File: src/rtl/keypad_pkg.sv
// Shared key codes, entry-FSM states and keypad decode helpers for the operand entry block.
package keypad_pkg;

    localparam int unsigned DIGIT_W = 4;
    localparam int unsigned CODE_W  = 4;

    // Digit keys encode as their own BCD value so a digit code can be shifted in directly.
    typedef enum logic [CODE_W-1:0] {
        KEY_0    = 4'd0,
        KEY_1    = 4'd1,
        KEY_2    = 4'd2,
        KEY_3    = 4'd3,
        KEY_4    = 4'd4,
        KEY_5    = 4'd5,
        KEY_6    = 4'd6,
        KEY_7    = 4'd7,
        KEY_8    = 4'd8,
        KEY_9    = 4'd9,
        KEY_A    = 4'd10,
        KEY_B    = 4'd11,
        KEY_C    = 4'd12,
        KEY_D    = 4'd13,
        KEY_STAR = 4'd14,
        KEY_HASH = 4'd15
    } key_code_e;

    typedef enum logic [1:0] {
        ENTER_A = 2'd0,
        ENTER_B = 2'd1,
        PRESENT = 2'd2
    } entry_state_e;

    function automatic key_code_e decode_key(input logic [1:0] row, input logic [1:0] col);
        key_code_e key;
        case ({row, col})
            4'h0:    key = KEY_1;
            4'h1:    key = KEY_2;
            4'h2:    key = KEY_3;
            4'h3:    key = KEY_A;
            4'h4:    key = KEY_4;
            4'h5:    key = KEY_5;
            4'h6:    key = KEY_6;
            4'h7:    key = KEY_B;
            4'h8:    key = KEY_7;
            4'h9:    key = KEY_8;
            4'hA:    key = KEY_9;
            4'hB:    key = KEY_C;
            4'hC:    key = KEY_STAR;
            4'hD:    key = KEY_0;
            4'hE:    key = KEY_HASH;
            default: key = KEY_D;
        endcase
        return key;
    endfunction

    function automatic logic is_digit(input key_code_e key);
        return (CODE_W'(key) <= CODE_W'(KEY_9));
    endfunction

endpackage

File: src/rtl/keypad_press_filter.sv
// Collapses the scanner's repeated valid pulses for a held key into a single decoded key strobe.
module keypad_press_filter
    import keypad_pkg::*;
#(
    parameter int unsigned RELEASE_CYCLES = 400_000
) (
    input  logic                clk,
    input  logic                rst,
    input  logic                key_valid_i,
    input  logic [1:0]          key_row_i,
    input  logic [1:0]          key_col_i,
    output logic                key_strobe_o,
    output logic [CODE_W-1:0]   key_code_o
);

    localparam int unsigned CNT_W = (RELEASE_CYCLES > 2) ? $clog2(RELEASE_CYCLES) : 1;
    localparam logic [CNT_W-1:0] CNT_LAST = CNT_W'(RELEASE_CYCLES - 1);

    typedef enum logic {
        FREE = 1'b0,
        HELD = 1'b1
    } filt_state_e;

    filt_state_e         state_q, state_d;
    logic [CNT_W-1:0]    cnt_q, cnt_d;
    logic                strobe_q, strobe_d;
    logic [CODE_W-1:0]   code_q, code_d;

    always_ff @(posedge clk or posedge rst) begin
        if (rst) begin
            state_q  <= FREE;
            cnt_q    <= '0;
            strobe_q <= 1'b0;
            code_q   <= '0;
        end else begin
            state_q  <= state_d;
            cnt_q    <= cnt_d;
            strobe_q <= strobe_d;
            code_q   <= code_d;
        end
    end

    // Any pulse while held, even for another key, restarts the release timer.
    always_comb begin
        state_d  = state_q;
        cnt_d    = cnt_q;
        strobe_d = 1'b0;
        code_d   = code_q;
        case (state_q)
            FREE: begin
                if (key_valid_i) begin
                    strobe_d = 1'b1;
                    code_d   = CODE_W'(decode_key(key_row_i, key_col_i));
                    state_d  = HELD;
                    cnt_d    = '0;
                end
            end
            HELD: begin
                if (key_valid_i) begin
                    cnt_d = '0;
                end else if (cnt_q == CNT_LAST) begin
                    state_d = FREE;
                    cnt_d   = '0;
                end else begin
                    cnt_d = cnt_q + CNT_W'(1);
                end
            end
            default: begin
                state_d = FREE;
                cnt_d   = '0;
            end
        endcase
    end

    assign key_strobe_o = strobe_q;
    assign key_code_o   = code_q;

endmodule

File: src/rtl/keypad_operand_entry.sv
// Keypad operand entry: accumulates BCD operands A and B from filtered key presses and hands them off.
// Optional backspace on 'C' is built when KEYPAD_BACKSPACE_EN is defined.
module keypad_operand_entry
    import keypad_pkg::*;
#(
    parameter int unsigned NUM_DIGITS     = 3,
    parameter int unsigned RELEASE_CYCLES = 400_000
) (
    input  logic                        clk,
    input  logic                        rst,
    input  logic                        key_valid,
    input  logic [1:0]                  key_row,
    input  logic [1:0]                  key_col,
    output logic [4*NUM_DIGITS-1:0]     operand_a,
    output logic [4*NUM_DIGITS-1:0]     operand_b,
    output logic                        ops_valid,
    input  logic                        ops_ready,
    output logic [4*NUM_DIGITS-1:0]     entry_bcd,
    output logic [2:0]                  entry_count,
    output logic                        phase_b
);

    localparam int unsigned ENTRY_W   = DIGIT_W * NUM_DIGITS;
    localparam logic [2:0]  MAX_COUNT = 3'(NUM_DIGITS);

    logic                   key_strobe;
    logic [CODE_W-1:0]      key_code;
    key_code_e              key_e;

    entry_state_e           state_q, state_d;
    logic [ENTRY_W-1:0]     entry_q, entry_d;
    logic [2:0]             count_q, count_d;
    logic [ENTRY_W-1:0]     op_a_q, op_a_d;
    logic [ENTRY_W-1:0]     op_b_q, op_b_d;
    logic                   ops_valid_q, ops_valid_d;
    logic                   phase_b_q, phase_b_d;

    keypad_press_filter #(
        .RELEASE_CYCLES (RELEASE_CYCLES)
    ) u_filter (
        .clk          (clk),
        .rst          (rst),
        .key_valid_i  (key_valid),
        .key_row_i    (key_row),
        .key_col_i    (key_col),
        .key_strobe_o (key_strobe),
        .key_code_o   (key_code)
    );

    assign key_e = key_code_e'(key_code);

    always_ff @(posedge clk or posedge rst) begin
        if (rst) begin
            state_q     <= ENTER_A;
            entry_q     <= '0;
            count_q     <= '0;
            op_a_q      <= '0;
            op_b_q      <= '0;
            ops_valid_q <= 1'b0;
            phase_b_q   <= 1'b0;
        end else begin
            state_q     <= state_d;
            entry_q     <= entry_d;
            count_q     <= count_d;
            op_a_q      <= op_a_d;
            op_b_q      <= op_b_d;
            ops_valid_q <= ops_valid_d;
            phase_b_q   <= phase_b_d;
        end
    end

    // 'D' wins over everything, including a handshake completing on the same edge.
    always_comb begin
        state_d = state_q;
        entry_d = entry_q;
        count_d = count_q;
        op_a_d  = op_a_q;
        op_b_d  = op_b_q;

        if (key_strobe && (key_e == KEY_D)) begin
            state_d = ENTER_A;
            entry_d = '0;
            count_d = '0;
            op_a_d  = '0;
            op_b_d  = '0;
        end else if (state_q == PRESENT) begin
            if (ops_valid_q && ops_ready) begin
                state_d = ENTER_A;
            end
        end else if (key_strobe) begin
            if (is_digit(key_e)) begin
                if (count_q < MAX_COUNT) begin
                    entry_d = (entry_q << DIGIT_W) | ENTRY_W'(key_code);
                    count_d = count_q + 3'd1;
                end
            end else if (key_e == KEY_HASH) begin
                if (count_q != 3'd0) begin
                    if (state_q == ENTER_A) begin
                        op_a_d  = entry_q;
                        state_d = ENTER_B;
                    end else begin
                        op_b_d  = entry_q;
                        state_d = PRESENT;
                    end
                    entry_d = '0;
                    count_d = '0;
                end
            end else if (key_e == KEY_STAR) begin
                entry_d = '0;
                count_d = '0;
`ifdef KEYPAD_BACKSPACE_EN
            end else if (key_e == KEY_C) begin
                if (count_q != 3'd0) begin
                    entry_d = entry_q >> DIGIT_W;
                    count_d = count_q - 3'd1;
                end
`endif
            end
        end

        ops_valid_d = (state_d == PRESENT);
        phase_b_d   = (state_d != ENTER_A);
    end

    assign operand_a   = op_a_q;
    assign operand_b   = op_b_q;
    assign ops_valid   = ops_valid_q;
    assign entry_bcd   = entry_q;
    assign entry_count = count_q;
    assign phase_b     = phase_b_q;

endmodule

File: config.mk
export PLATFORM = sky130hd
export DESIGN_NAME = keypad_operand_entry
export DESIGN_NICKNAME = d
export VERILOG_FILES = /design/src/rtl/keypad_pkg.sv /design/src/rtl/keypad_press_filter.sv /design/src/rtl/keypad_operand_entry.sv
export SDC_FILE = /design/constraint.sdc
export NUM_CORES = 1
export LEC_CHECK = 0
export ABC_AREA = 1
export ABC_CLOCK_PERIOD_IN_PS = 5800
export BUFFER_PORTS_ARGS = -buffer_cell sky130_fd_sc_hd__buf_4
export CAP_MARGIN = 40
export CORE_ASPECT_RATIO = 1.4
export CORE_UTILIZATION = 30
export DETAILED_ROUTE_END_ITERATION = 10
export HOLD_SLACK_MARGIN = 0.15
export SYNTH_ARGS = -nofsm -noshare
export SYNTH_HDL_FRONTEND = slang
export SYNTH_SLANG_ARGS = --single-unit
File: constraint.sdc
create_clock -name clk -period 5.8 [get_ports clk]
set_clock_uncertainty 0.2 [all_clocks]
set_input_delay 0.87 -clock clk [delete_from_list [all_inputs] [get_ports clk]]
set_output_delay 0.87 -clock clk [all_outputs]
set_load 0.01 [all_outputs]
==> impl_metrics.csv <==
group,metric,value,unit
yosys,async_flop_share,1.00,
clocking,cts_root_buffer,"clkbuf_16",
yosys,synth_top_area_frac,0.487,
floorplanning,die_area,12100,µm²
placement,port_buffers,48,
clocking,ctsHtreeMaxLevel,3,
timing,fin_crit_sh,0.355,
worst_hold_path,hp-class,"flip-flop to flip-flop",
timing,setup-tns-final,0,ns
worst_setup_path,arrival,2.11,ns
routing,finalWirelength,7.65,mm
clocking,cts.sinks,68,
power_and_ir_drop,comb_power_share,0.049,
global_routing,first_global_vias,2900,
placement,dpl_cell_area,3990,µm²
status,status,"finished clean",
routing,first_pass_iters,4,
worst_setup_path,cp-start-kind,"flip-flop",
clocking,clk_pin_slew,0.06,ns
clocking,hold_buffers,0,
global_routing,grt_antenna_before_repair,0,
clocking,postCtsSetupBuffers,0,
yosys,syn_area_per_cell,7.87,µm²
yosys,synthesis.nets,460,
routing,drc_errors,0,
power_and_ir_drop,cellInternalPower,832,µW
yosys,yosysMostFrequentCell,"nand2_1",
floorplanning,rows,46,
timing,finalSetupViolCount,0,
layout,fill_cells,1173,
power_and_ir_drop,pwr-share-seq,0.455,
clocking,numCtsBuffers,9,
worst_setup_path,required,5.85,ns
yosys,ys_seq_area_frac,0.487,
clocking,cts_tree,"done",
floorplanning,die_y,130,µm
routing,viasPerCell,4.64,
layout,ff_latch_area,1700,µm²
layout,multi_input_area,1540,µm²
yosys,synth_edf_count,0,
floorplanning,fp.dieW,93.2,µm
global_routing,grt_pass1_wl,13.1,mm
yosys,syn-instance-count,444,
power_and_ir_drop,sw_frac_of_total,0.226,
yosys,synth_area_leaders,"dfrtp_1, nand2_1, nand3_1",
clocking,cts_buffer_depth,2,
global_routing,grt_max_degree,69,
worst_setup_path,crit_path_max_fanout,27,
layout,diodes,0,
timing,fmax,486,MHz
global_routing,grt_use_total,0.140,
routing,via_count,2993,
worst_setup_path,end_kind,"flip-flop",
power_and_ir_drop,p_clk_frac,0.496,
yosys,ys_ff_latch,68,
worst_setup_path,criticalPathCategory,"flip-flop to flip-flop",
timing,worst_slew_margin_rel,0.561,
layout,design_area,4290,µm²
yosys,synth_area,3490,µm²
layout,nets,512,
routing,first_iter_violations,92,
timing,finalHoldViolCount,0,
layout,drive_above_1_share,0.180,
timing,rsz0062_at_grt,"false",
global_routing,grt_remaining_overflow,0,
timing,worstMarginPinSlew,0.655,ns
routing,wl_per_cell,11.9,µm
placement,place_hpwl,5.57,mm
floorplanning,core_area,11300,µm²
placement,place_congestion,0.865,
layout,syn_to_final_growth,22.8,%
timing,fin_crit,2.06,ns
yosys,synth_flop_cell,"dfrtp_1",
timing,slew_viol_final,0,
floorplanning,io_pins,49,
job,maxCapViolCount,0,
power_and_ir_drop,ir_drop,0.000122,V
yosys,synth_common_cells,"nand2_1, dfrtp_1, inv_1",
power_and_ir_drop,p_leak,0.00217,µW
routing,ant_nets,0,
power_and_ir_drop,power.switching,243,µW
clocking,cts-resized-gates,0,
yosys,yosysTopAreaCell,"dfrtp_1",
power_and_ir_drop,power_density,251,nW/µm²
yosys,synth_warnings,0,
clocking,clock_latency,0.33,ns
floorplanning,initial_core_util,0.308,
yosys,ys_types,30,
[through the flow]
step	util	setup slack [ns]	hold slack, ns	std cells	power, µW
finish	0.378	3.74	0.289	645	1070
global route	0.378	3.51	0.316	645	1120
CTS	0.378	3.73	0.289	645	1090
detailed placement	0.352	3.58	0.274	629	551
global placement	0.349	3.25	0.270	627	548
floorplan	-	3.02	0.287	444	529
[flip-flops by register name, summed over array words and instances, names as in the netlist, 2 cells and up]
name and count:
u_filter.cnt_q 19, operand_b 12, state_q 2, operand_a 12
entry_bcd 12, entry_count 3, u_filter.key_code_o 4
[kinds of logic (layout without fill, tap and decap cells)]
group | Yosys count | after routing | synth area share
fa+ha+maj | 8 | 8 | 0.0287
compound gates | 62 | 62 | 0.107
xor+xnor | 7 | 7 | 0.0176
simple gates | 245 | 245 | 0.288
flops | 68 | 68 | 0.487
buf+inv | 54 | 111 | 0.0720
[worst max-delay path, stage by stage, from the launching register on]
cell and delay [ns]:
dfrtp_1 0.42, nand2_2 0.09, nor2_2 0.04, nand2_2 0.38, o21ai_0 0.21, nand2_2 0.43, nand2_1 0.13, o21ai_2 0.08
[routing by layer]
| metal | wire length [µm] | track usage | vias to the layer above |
|---|---|---|---|
| met5 | 0 | 0 | - |
| met4 | 217 | 0.0760 | 0 |
| met3 | 300 | 0.0340 | 16 |
| met2 | 3750 | 0.243 | 75 |
| met1 | 3380 | 0.157 | 1383 |
| li1 | - | - | 1519 |
[final cells by class]
cell class	instances	share of cell area
Clock buffer	10	0.0534
Clock inverter	6	0.0149
Inverter	44	0.0388
Multi-Input combinational cell	322	0.359
Sequential cell	68	0.397
Tap cell	144	0.0420
Timing Repair Buffer	51	0.0949
[power groups by stage]
stage	registers, µW	clock network, µW	logic, µW
detailed placement	497	0	54.5
global route	490	570	61.8
finish	489	533	53.0
floorplan	496	0	33.6
global placement	497	0	50.6
CTS	489	548	54.5
[cell usage in the layout (no fill, tap or decap), types with 2 or more instances in the layout]
master	n
a21oi_1	5
buf_4	49
clkbuf_16	9
clkinv_2	3
clkinvlp_4	2
dfrtp_1	68
ha_1	8
inv_1	40
inv_2	3
nand2_1	160
nand2_2	5
nand3_1	31
nand4_1	5
nor2_1	39
nor2_2	3
o211ai_1	2
o21ai_0	20
o21ai_1	20
o21ai_2	9
o21bai_1	2
xor2_1	6
[worst paths after layout]
kind                       cells past startpoint                    from  slack, ns           end
min reg2reg                                    2            operand_a[2]       0.29  operand_a[2]
max in group asynchronous                      4                     rst       4.63  operand_a[5]
max                                            7  u_filter.key_code_o[3]       3.74  operand_b[1]
min in group asynchronous                      4                     rst       0.49  operand_a[7]
max reg2reg                                    7  u_filter.key_code_o[3]       3.74  operand_b[1]
min                                            2            operand_a[2]       0.29  operand_a[2]
(Power assumes the default switching activity.)
